## config.mk

```make
export PLATFORM = sky130hd
export DESIGN_NAME = coherent_sum
export DESIGN_NICKNAME = d
export VERILOG_FILES = /design/src/rtl/coherent_sum.sv
export SDC_FILE = /design/constraint.sdc
export NUM_CORES = 1
export LEC_CHECK = 0
export ABC_AREA = 1
export BUFFER_PORTS_ARGS = -buffer_cell sky130_fd_sc_hd__buf_2
export CORE_AREA = 2 2 316 318
export CTS_CLUSTER_DIAMETER = 50
export DETAILED_ROUTE_END_ITERATION = 10
export DIE_AREA = 0 0 318 320
export PLACE_DENSITY_LB_ADDON = 0.12
export SLEW_MARGIN = 40
export SYNTH_ARGS = -nofsm -noshare
export SYNTH_HDL_FRONTEND = slang
export SYNTH_SLANG_ARGS = --single-unit
```

## constraint.sdc

```tcl
create_clock -name clk -period 4.05 [get_ports clk]
set_input_delay 0.81 -clock clk [delete_from_list [all_inputs] [get_ports clk]]
set_output_delay 0.81 -clock clk [all_outputs]
set_load 0.05 [all_outputs]
```

## src/rtl/coherent_sum.sv

```systemverilog
`timescale 1ns/1ps
`default_nettype none
// ============================================================================
// Module      : coherent_sum
// Description : Drains the coherent FIFO and accumulates per-correlator I/Q
//               words over a programmable number of epochs, one sum each.
// Revision    : 1.0 - initial release
// ============================================================================
module coherent_sum #(
    parameter int DATA_WIDTH = 44,
    parameter int SUM_WIDTH  = 32,
    parameter int CORR_NUM   = 8
) (
    input  logic                        clk,
    input  logic                        rst_b,
    input  logic                        enable,
    input  logic [5:0]                  coh_number,
    input  logic                        fifo_empty,
    output logic                        fifo_rd,
    input  logic [DATA_WIDTH-1:0]       fifo_data,
    output logic                        sum_valid,
    output logic [$clog2(CORR_NUM)-1:0] sum_index,
    output logic [SUM_WIDTH-1:0]        sum_i,
    output logic [SUM_WIDTH-1:0]        sum_q,
    output logic                        coh_done,
    output logic                        busy
);

    localparam int c_half_w = DATA_WIDTH / 2;
    localparam int c_idx_w  = $clog2(CORR_NUM);
    localparam logic [c_idx_w-1:0] c_last_idx = c_idx_w'(CORR_NUM - 1);

    typedef enum logic [1:0] {
        ST_IDLE = 2'd0,
        ST_RUN  = 2'd1,
        ST_STOP = 2'd2
    } state_t;

    state_t                      state_q, state_d;
    logic [5:0]                  coh_len_q, coh_len_d;
    logic [5:0]                  epoch_q, epoch_d;
    logic [c_idx_w-1:0]          corr_q, corr_d;
    logic                        rd_d1_q;
    logic                        sum_valid_q, sum_valid_d;
    logic                        coh_done_q, coh_done_d;
    logic [c_idx_w-1:0]          sum_index_q, sum_index_d;
    logic signed [SUM_WIDTH-1:0] sum_i_q, sum_i_d;
    logic signed [SUM_WIDTH-1:0] sum_q_q, sum_q_d;
    logic signed [SUM_WIDTH-1:0] acc_i_q [CORR_NUM];
    logic signed [SUM_WIDTH-1:0] acc_q_q [CORR_NUM];

    logic signed [c_half_w-1:0]  w_raw_i, w_raw_q;
    logic signed [SUM_WIDTH-1:0] w_data_i, w_data_q;
    logic signed [SUM_WIDTH-1:0] w_res_i, w_res_q;
    logic                        w_last_epoch;

    // Two's-complement add with clamp to the representable range on overflow.
    function automatic logic signed [SUM_WIDTH-1:0] sat_add(
        input logic signed [SUM_WIDTH-1:0] a,
        input logic signed [SUM_WIDTH-1:0] b
    );
        logic [SUM_WIDTH:0] s;
        s = {a[SUM_WIDTH-1], a} + {b[SUM_WIDTH-1], b};
        if (s[SUM_WIDTH] != s[SUM_WIDTH-1]) begin
            sat_add = s[SUM_WIDTH] ? {1'b1, {(SUM_WIDTH-1){1'b0}}}
                                   : {1'b0, {(SUM_WIDTH-1){1'b1}}};
        end else begin
            sat_add = s[SUM_WIDTH-1:0];
        end
    endfunction

    assign w_raw_i      = fifo_data[DATA_WIDTH-1:c_half_w];
    assign w_raw_q      = fifo_data[c_half_w-1:0];
    assign w_data_i     = SUM_WIDTH'(w_raw_i);
    assign w_data_q     = SUM_WIDTH'(w_raw_q);
    assign w_last_epoch = (epoch_q == (coh_len_q - 6'd1));

    // Epoch 0 reloads the accumulator, so stale content never leaks forward.
    assign w_res_i = (epoch_q == 6'd0) ? w_data_i : sat_add(acc_i_q[corr_q], w_data_i);
    assign w_res_q = (epoch_q == 6'd0) ? w_data_q : sat_add(acc_q_q[corr_q], w_data_q);

    assign fifo_rd   = rst_b && (state_q == ST_RUN) && enable && !fifo_empty;
    assign busy      = (state_q != ST_IDLE);
    assign sum_valid = sum_valid_q;
    assign coh_done  = coh_done_q;
    assign sum_index = sum_index_q;
    assign sum_i     = sum_i_q;
    assign sum_q     = sum_q_q;

    always_comb begin
        state_d     = state_q;
        coh_len_d   = coh_len_q;
        epoch_d     = epoch_q;
        corr_d      = corr_q;
        sum_valid_d = 1'b0;
        coh_done_d  = 1'b0;
        sum_index_d = sum_index_q;
        sum_i_d     = sum_i_q;
        sum_q_d     = sum_q_q;

        case (state_q)
            ST_IDLE: begin
                corr_d  = '0;
                epoch_d = '0;
                if (enable) begin
                    state_d   = ST_RUN;
                    coh_len_d = (coh_number == 6'd0) ? 6'd1 : coh_number;
                end
            end
            ST_RUN: begin
                if (!enable) begin
                    state_d = ST_STOP;
                end
            end
            default: begin
                state_d = ST_IDLE;
            end
        endcase

        if (rd_d1_q) begin
            corr_d = corr_q + 1'b1;
            if (corr_q == c_last_idx) begin
                epoch_d = w_last_epoch ? 6'd0 : (epoch_q + 6'd1);
            end
            if (w_last_epoch) begin
                sum_valid_d = 1'b1;
                coh_done_d  = (corr_q == c_last_idx);
                sum_index_d = corr_q;
                sum_i_d     = w_res_i;
                sum_q_d     = w_res_q;
            end
        end
    end

    always_ff @(posedge clk) begin
        if (!rst_b) begin
            state_q     <= ST_IDLE;
            coh_len_q   <= 6'd1;
            epoch_q     <= '0;
            corr_q      <= '0;
            rd_d1_q     <= 1'b0;
            sum_valid_q <= 1'b0;
            coh_done_q  <= 1'b0;
            sum_index_q <= '0;
            sum_i_q     <= '0;
            sum_q_q     <= '0;
            for (int k = 0; k < CORR_NUM; k++) begin
                acc_i_q[k] <= '0;
                acc_q_q[k] <= '0;
            end
        end else begin
            state_q     <= state_d;
            coh_len_q   <= coh_len_d;
            epoch_q     <= epoch_d;
            corr_q      <= corr_d;
            rd_d1_q     <= fifo_rd;
            sum_valid_q <= sum_valid_d;
            coh_done_q  <= coh_done_d;
            sum_index_q <= sum_index_d;
            sum_i_q     <= sum_i_d;
            sum_q_q     <= sum_q_d;
            if (rd_d1_q) begin
                acc_i_q[corr_q] <= w_res_i;
                acc_q_q[corr_q] <= w_res_q;
            end
        end
    end

endmodule
`default_nettype wire

```

==> results of run 1 <==
## registers in the layout, indices dropped and copies added (netlist names), named ones only
| register | cells |
|---|---|
| corr_q | 3 |
| sum_i | 32 |
| sum_valid | 1 |
| coh_done | 1 |
| acc_i_q | 256 |
| sum_index | 3 |
| acc_q_q | 256 |
| state_q | 2 |
| coh_len_q | 6 |
| rd_d1_q | 1 |
| epoch_q | 6 |
| sum_q | 32 |
## worst paths after layout
| path | endpoint | startpoint | slack (ns) |
|---|---|---|---|
| min reg2reg | state_q[0] | state_q[1] | 0.45 |
| max | sum_q[18] | register | 0.18 |
| min | state_q[1] | enable | 0.31 |
| max reg2reg | sum_q[18] | register | 0.18 |
## power by group through the flow
stage                     Sequential, mW  Clock [mW]  Combinational, mW
final                               6.95        7.88               1.78
after global routing                6.96        8.24               1.97
after CTS                           6.95        8.02               1.74
after detailed placement            7.07           0               1.73
after global placement              7.07           0               1.74
after floorplan                     7.09           0              0.966
## worst max-delay path: stages (launching register included)
cell     delay [ns]
dfxtp_4        0.42
inv_8          0.08
buf_12         0.14
buf_12         0.15
buf_4          0.17
o21ai_0        0.17
a31oi_1        0.12
buf_4          0.16
ha_1           0.33
nand2_1        0.11
buf_4          0.15
nor2_1         0.15
inv_1          0.12
nor3_2         0.29
nand4_1        0.25
nand3_1        0.20
xor2_1         0.23
nand2_1        0.07
nand2_1        0.11
nand2_4        0.10
a21oi_1        0.22
## per-stage QoR
stage / utilization, % / instances / power (mW) / area, sq um / TNS (ns)
global placement: 36.3 / 5119 / 8.81 / 35500 / 0
detailed placement: 36.3 / 5120 / 8.81 / 35600 / 0
CTS: 39.4 / 5283 / 16.7 / 38600 / 0
finish: 40.1 / 5309 / 16.6 / 39300 / 0
floorplan: - / 3596 / 8.06 / 31200 / 0
global route: 40.1 / 5309 / 17.2 / 39300 / -0.0220
## placed cells by master, fill, tap and decap left out, types with 41 or more instances in the layout
master,synthesis,layout
a21oi_1,160,148
o22ai_1,66,65
buf_2,17,123
ha_1,69,66
nand2_4,18,47
inv_1,198,187
o21ai_0,321,314
nand3_1,95,94
or2_2,41,41
nor2_1,986,984
clkbuf_16,0,95
nand2_2,47,45
a31oi_1,65,53
buf_4,4,280
nand2_1,524,503
dfxtp_1,90,88
edfxtp_1,512,512
## cell type report
type / count / area [sq um]
clock buffer: 113 / 2410
clock inverter: 50 / 614
fill: 9887 / 58700
inverter: 216 / 851
multi-input combinational: 2577 / 12800
sequential: 602 / 17200
tap: 1287 / 1610
timing repair buffer: 463 / 3850
timing repair inverter: 1 / 8.76
## logic make-up after synthesis
| family | after synthesis |
|---|---|
| AND/OR/NAND/NOR | 1802 |
| AO/OA/AOI/OAI | 656 |
| flip-flops | 602 |
| buffers and inverters | 423 |
| adder cells (fa/ha/maj) | 71 |
| XOR/XNOR | 42 |
## routing by layer
metal | part of all wire, % | vias up | routed length (microns)
met2 | 48 | 540 | 54000
met3 | 3.8 | 150 | 4230
met1 | 46 | 12900 | 52000
met5 | 0.0089 | - | 10
li1 | - | 12800 | -
met4 | 2.1 | 2 | 2370
## timing repair
action | CTS | global route
pin swaps | 0 | 21
resized for setup | 1 | 113
gates cloned | 0 | 13
setup endpoints to repair | 1 | 572
setup buffers | 0 | 13
==> flow_summary_export.csv, run 1 <==
group,metric,value,unit
synthesis,syn-cell-area,31200,sq um
global_route,antenna_found_initial,2,
detailed_routing,ant_nets,0,
synthesis,synth_area_leaders,"edfxtp_1, nor2_1, nand2_1, dfxtp_1, o21ai_0",
synthesis,synth.area.mux_share,0,%
detailed_routing,first_iter_violations,1867,
worst_setup_path,worstPathArrival,4.44,ns
synthesis,yosysSeqAreaShare,55.0,%
global_route,grt_max_degree,65,
flow_run,maxCapViolCount,0,
placed_design,gp_congestion,0.877,
cells_and_area,syn_to_final_growth,25.9,%
sta,worst_pin_slew,0.887,ns
placed_design,dp_slack,0.0658,ns
synthesis,synthXorXnorAreaFrac,1.18,%
synthesis,synthTopCellsByCount,"nor2_1, nand2_1, edfxtp_1",
sta,fin_crit_sh,95.6,%
synthesis,synth_top_area_share,49.2,%
placed_design,hpwl,70500,microns
synthesis,avgSynthCellArea,8.69,sq um
die,die_area,102000,sq um
pwr,power_frac_seq,41.8,%
clock_tree,numClockSinks,602,
run_status,outcome,"completed",
die,core,98000,sq um
sta,setup-violations-final,0,
worst_setup_path,critPathKind,"reg -> reg",
pwr,swShare,25.5,%
worst_setup_path,r2r_cells,20,
worst_setup_path,cp-start-kind,"register",
pwr,power.internal,12.4,mW
pwr,powerDensity,422,nW/um^2
cells_and_area,num_antenna_cells,0,
synthesis,synth_compound_area_share,11.5,%
synthesis,synth-seq-cells,602,
clock_tree,hold_buffers,0,
synthesis,syn_inst,3596,
synthesis,synth_edf_count,512,
global_route,grt_overflow,0,
clock_tree,htree_num_levels,3,
detailed_routing,drc,0,
sta,holdWs,0.312,ns
global_route,grt_use_met2,36.6,%
global_route,grt_pass1_vias,26200,
synthesis,synth-simple-area-share,24.0,%
sta,relSlewSlack,40.8,%
global_route,met1_usage,29.2,%
min_path,min_path_cells,2,
clock_tree,numCtsBuffers,87,
pwr,p_sw,4.23,mW
min_path,hp-class,"in -> reg",
sta,layout_min_cycle_time,3.87,ns
detailed_routing,viasPerCell,4.96,
cells_and_area,fin_nets,4073,
worst_setup_path,endpoint_kind,"register",
pwr,p_clk_share,47.4,%
worst_setup_path,cp_data_required_time,4.61,ns
synthesis,synth_cell_types,43,
sta,rsz0062_at_grt,"true",
sta,finalWorstSetupSlack,0.177,ns
global_route,grt_busiest_layer,"met2",
sta,fin_worst_skew,0.0319,ns
detailed_routing,num_vias,26400,
sta,finalHoldViolations,0,
synthesis,synth-main-ff-cell,"edfxtp_1",
synthesis,yosys_warnings,0,
global_route,grt_first_pass_wirelength,166000,microns
pwr,pwr-share-comb,10.7,%
cells_and_area,drive_gt1_share,21.6,%
detailed_routing,wl_per_cell,21.2,microns
placed_design,io_buffers,124,
die,die_w,318,microns
die,initial_core_util,31.9,%
synthesis,synth_fa_ha_area_share,2.89,%
die,boundaryPins,125,
detailed_routing,first_pass_iters,5,
pwr,vdd_ir_drop_max,0.309,mV
synthesis,synthArstFlopShare,0,%
synthesis,synth_top_family_by_area,"simple AND/OR/NAND/NOR gates",
global_route,grt_usage,21.6,%
clock_tree,cts_root_buffer,"clkbuf_16",
synthesis,synth_nets,3721,
global_route,grt_util_met3,2.82,%
clock_tree,cts_tree,"built",
worst_setup_path,critPathMaxFanout,20,
die,die_h,320,microns
clock_tree,worstSkewPairLatency,0.67,ns
detailed_routing,wirelength,113000,microns
sta,fmax,0.258,GHz
sta,final_max_slew_viol_count,0,
clock_tree,cts_max_path_buffers,3,
synthesis,synth_top_cell_by_area,"edfxtp_1",
clock_tree,clk_pin_slew,0.06,ns
synthesis,yosysMostFrequentCell,"nor2_1",
pwr,power.leakage,16.5,nW
die,rows,115,
No activity file was read; power rests on OpenSTA's default activity.
==> run 2: changes to the inputs <==
--- a/config.mk
+++ b/config.mk
@@ -8,6 +8,7 @@
 export ABC_AREA = 1
 export BUFFER_PORTS_ARGS = -buffer_cell sky130_fd_sc_hd__buf_2
 export CORE_AREA = 2 2 316 318
+export CTS_BUF_LIST = sky130_fd_sc_hd__clkbuf_16
 export CTS_CLUSTER_DIAMETER = 50
 export DETAILED_ROUTE_END_ITERATION = 10
 export DIE_AREA = 0 0 318 320
==> run 2 against run 1 <==
Clock skew is 0.0015 ns higher. Die area stayed put. Maximum frequency is 1.1% higher. Flip-flop and latch count stayed put. Worst setup slack better by 0.040 ns. Final cell count hardly changed. Worst hold slack worse by 0.0012 ns. Non-clock buffer count is 2 lower. Global-route usage hardly changed. Count of clock-buffer cells in the layout is 23 lower. Total power is 1.1% lower.
==> flow_summary_export.csv, run 2 (synthesized netlist as in run 1, its figures left out) <==
group,metric,value,unit
clock_tree,clk_pin_slew,0.06,ns
worst_setup_path,cpMostUsedCell,"nand2_1",
die,die_area,102000,sq um
cells_and_area,fin_nets,4068,
clock_tree,cts_max_path_buffers,3,
min_path,min_path_cells,2,
cells_and_area,syn_to_final_growth,25.3,%
worst_setup_path,rr_endpoint,"acc_q_q[5][5]",
worst_setup_path,critical_path.top_delay_family,"compound AO/OA/AOI/OAI gates",
die,boundaryPins,125,
min_path,min_from,"enable",
detailed_routing,num_vias,26400,
sta,setup-violations-final,0,
pwr,power.leakage,16.5,nW
worst_setup_path,r2r_slack,0.22,ns
cells_and_area,final_common_cell,"nor2_1",
detailed_routing,ant_nets,0,
placed_design,gp_congestion,0.877,
placed_design,dp_slack,0.0658,ns
clock_tree,worstSkewPairLatency,0.67,ns
worst_setup_path,crit_chain,"buf_12 > buf_4 > o21ai_0 > o22ai_1 > nor2_1 > a31oi_1 > ha_1 > inv_1 > o21bai_1 > a21oi_1 > nand2_1 > a21oi_2 > nand2_1 > nand2_1 > nand2_2 > buf_4 > a21oi_4 > buf_12 > nand2_1 > nand2_4 > nor2_1",
cells_and_area,drive_gt1_share,21.1,%
worst_setup_path,critPathSlowestCell,"dfxtp_4",
worst_setup_path,cp-start-kind,"register",
detailed_routing,wl_per_cell,21.3,microns
worst_setup_path,critPathKind,"reg -> reg",
pwr,powerDensity,420,nW/um^2
die,initial_core_util,31.9,%
placed_design,io_buffers,124,
clock_tree,cts_tree,"built",
sta,rsz0062_at_grt,"true",
detailed_routing,drc,0,
flow_run,maxCapViolCount,0,
sta,final_max_slew_viol_count,0,
die,die_h,320,microns
pwr,finalPower,16.4,mW
clock_tree,htree_num_levels,3,
detailed_routing,first_iter_violations,1885,
die,rows,115,
global_route,grt_max_degree,65,
worst_setup_path,slowest_delay,0.43,ns
cells_and_area,finish.instance_area,39200,sq um
run_status,outcome,"completed",
worst_setup_path,critPathMaxFanout,13,
sta,holdWs,0.310,ns
worst_setup_path,worstPathArrival,4.21,ns
sta,fin_crit_sh,94.6,%
detailed_routing,wirelength,113000,microns
global_route,grt_overflow,0,
global_route,antenna_found_initial,2,
cells_and_area,layout.cells.non_filler,5304,
pwr,vdd_ir_drop_max,0.308,mV
detailed_routing,first_pass_iters,5,
sta,fin_worst_skew,0.0334,ns
sta,finalWorstSetupSlack,0.217,ns
worst_setup_path,cp_data_required_time,4.42,ns
worst_setup_path,r2r_cells,21,
sta,finalHoldViolations,0,
cells_and_area,layout_common_cells,"nor2_1, edfxtp_1, nand2_1",
min_path,hp-class,"in -> reg",
clock_tree,numClockSinks,602,
placed_design,placed_cell_area,35600,sq um
clock_tree,cts_root_buffer,"clkbuf_16",
placed_design,post-place-cells,5120,
placed_design,hpwl,70500,microns
cells_and_area,reg_top3,"acc_i_q x256, acc_q_q x256",
global_route,grt_first_pass_wirelength,166000,microns
worst_setup_path,endpoint_kind,"register",
clock_tree,hold_buffers,0,
die,die_w,318,microns
sta,layout_min_cycle_time,3.83,ns
global_route,grt_usage,21.6,%
sta,worst_pin_slew,0.875,ns
sta,fmax,0.261,GHz
sta,relSlewSlack,41.6,%
die,core,98000,sq um
detailed_routing,viasPerCell,4.97,
cells_and_area,num_antenna_cells,0,
min_path,worstHoldEndpoint,"state_q[1]",
clock_tree,numCtsBuffers,87,
global_route,grt_pass1_vias,26200,
worst_setup_path,crit_buf_inv,5,
run 2: report_power, final:
group / switching [mW] / internal (mW) / leakage, nW
Combinational: 1.13 / 0.647 / 9.00
Clock: 3.04 / 4.66 / 1.48
Sequential: 0.0518 / 6.90 / 6.01
Total: 4.23 / 12.2 / 16.5
run 2: through the flow:
stage	utilization (%)	setup TNS, ns
after floorplan	-	0
final	40.0	0
after detailed placement	36.3	0
after global routing	40.0	-0.140
after CTS	39.3	0
after global placement	36.3	0
run 2: per-layer routing:
metal	track usage (%)	wire [microns]	share of wire [%]	vias to the layer above
li1	-	-	-	12800
met1	29.2	52100	46	12900
met2	36.6	54000	48	553
met3	2.82	4210	3.7	157
met4	5.30	2510	2.2	2
met5	0	10	0.0089	-
run 2: worst max path at each step:
stage / startpoint / endpoint / slack (ns) / cells after the start
finish: register / acc_q_q[5][5] / 0.22 / 21
global route: register / acc_q_q[3][16] / -0.03 / 23
CTS: register / acc_i_q[5][29] / 0.05 / 25
detailed placement: register / sum_q[18] / 0.07 / 20
global placement: register / sum_q[18] / 0.007 / 20
floorplan: register / acc_q_q[0][11] / 0.17 / 27
run 2: worst register-to-register path, stage by stage (launching register included):
cell	delay, ns
dfxtp_4	0.43
buf_12	0.21
buf_4	0.23
o21ai_0	0.11
o22ai_1	0.17
nor2_1	0.06
a31oi_1	0.33
ha_1	0.38
inv_1	0.18
o21bai_1	0.08
a21oi_1	0.13
nand2_1	0.08
a21oi_2	0.15
nand2_1	0.09
nand2_1	0.08
nand2_2	0.06
buf_4	0.14
a21oi_4	0.16
buf_12	0.18
nand2_1	0.10
nand2_4	0.14
nor2_1	0.07
run 2: timing repair:
item	CTS	global route
pin swaps	0	11
setup buffers	0	11
setup endpoints to repair	1	572
gates resized for setup	1	96
cloned	0	10
run 2: final cells by class:
type / count / area, sq um
inverter: 216 / 858
fill: 9915 / 58800
sequential: 602 / 17200
timing repair buffer: 461 / 3850
clock inverter: 73 / 701
clock buffer: 90 / 2250
tap: 1287 / 1610
multi-input combinational: 2575 / 12700
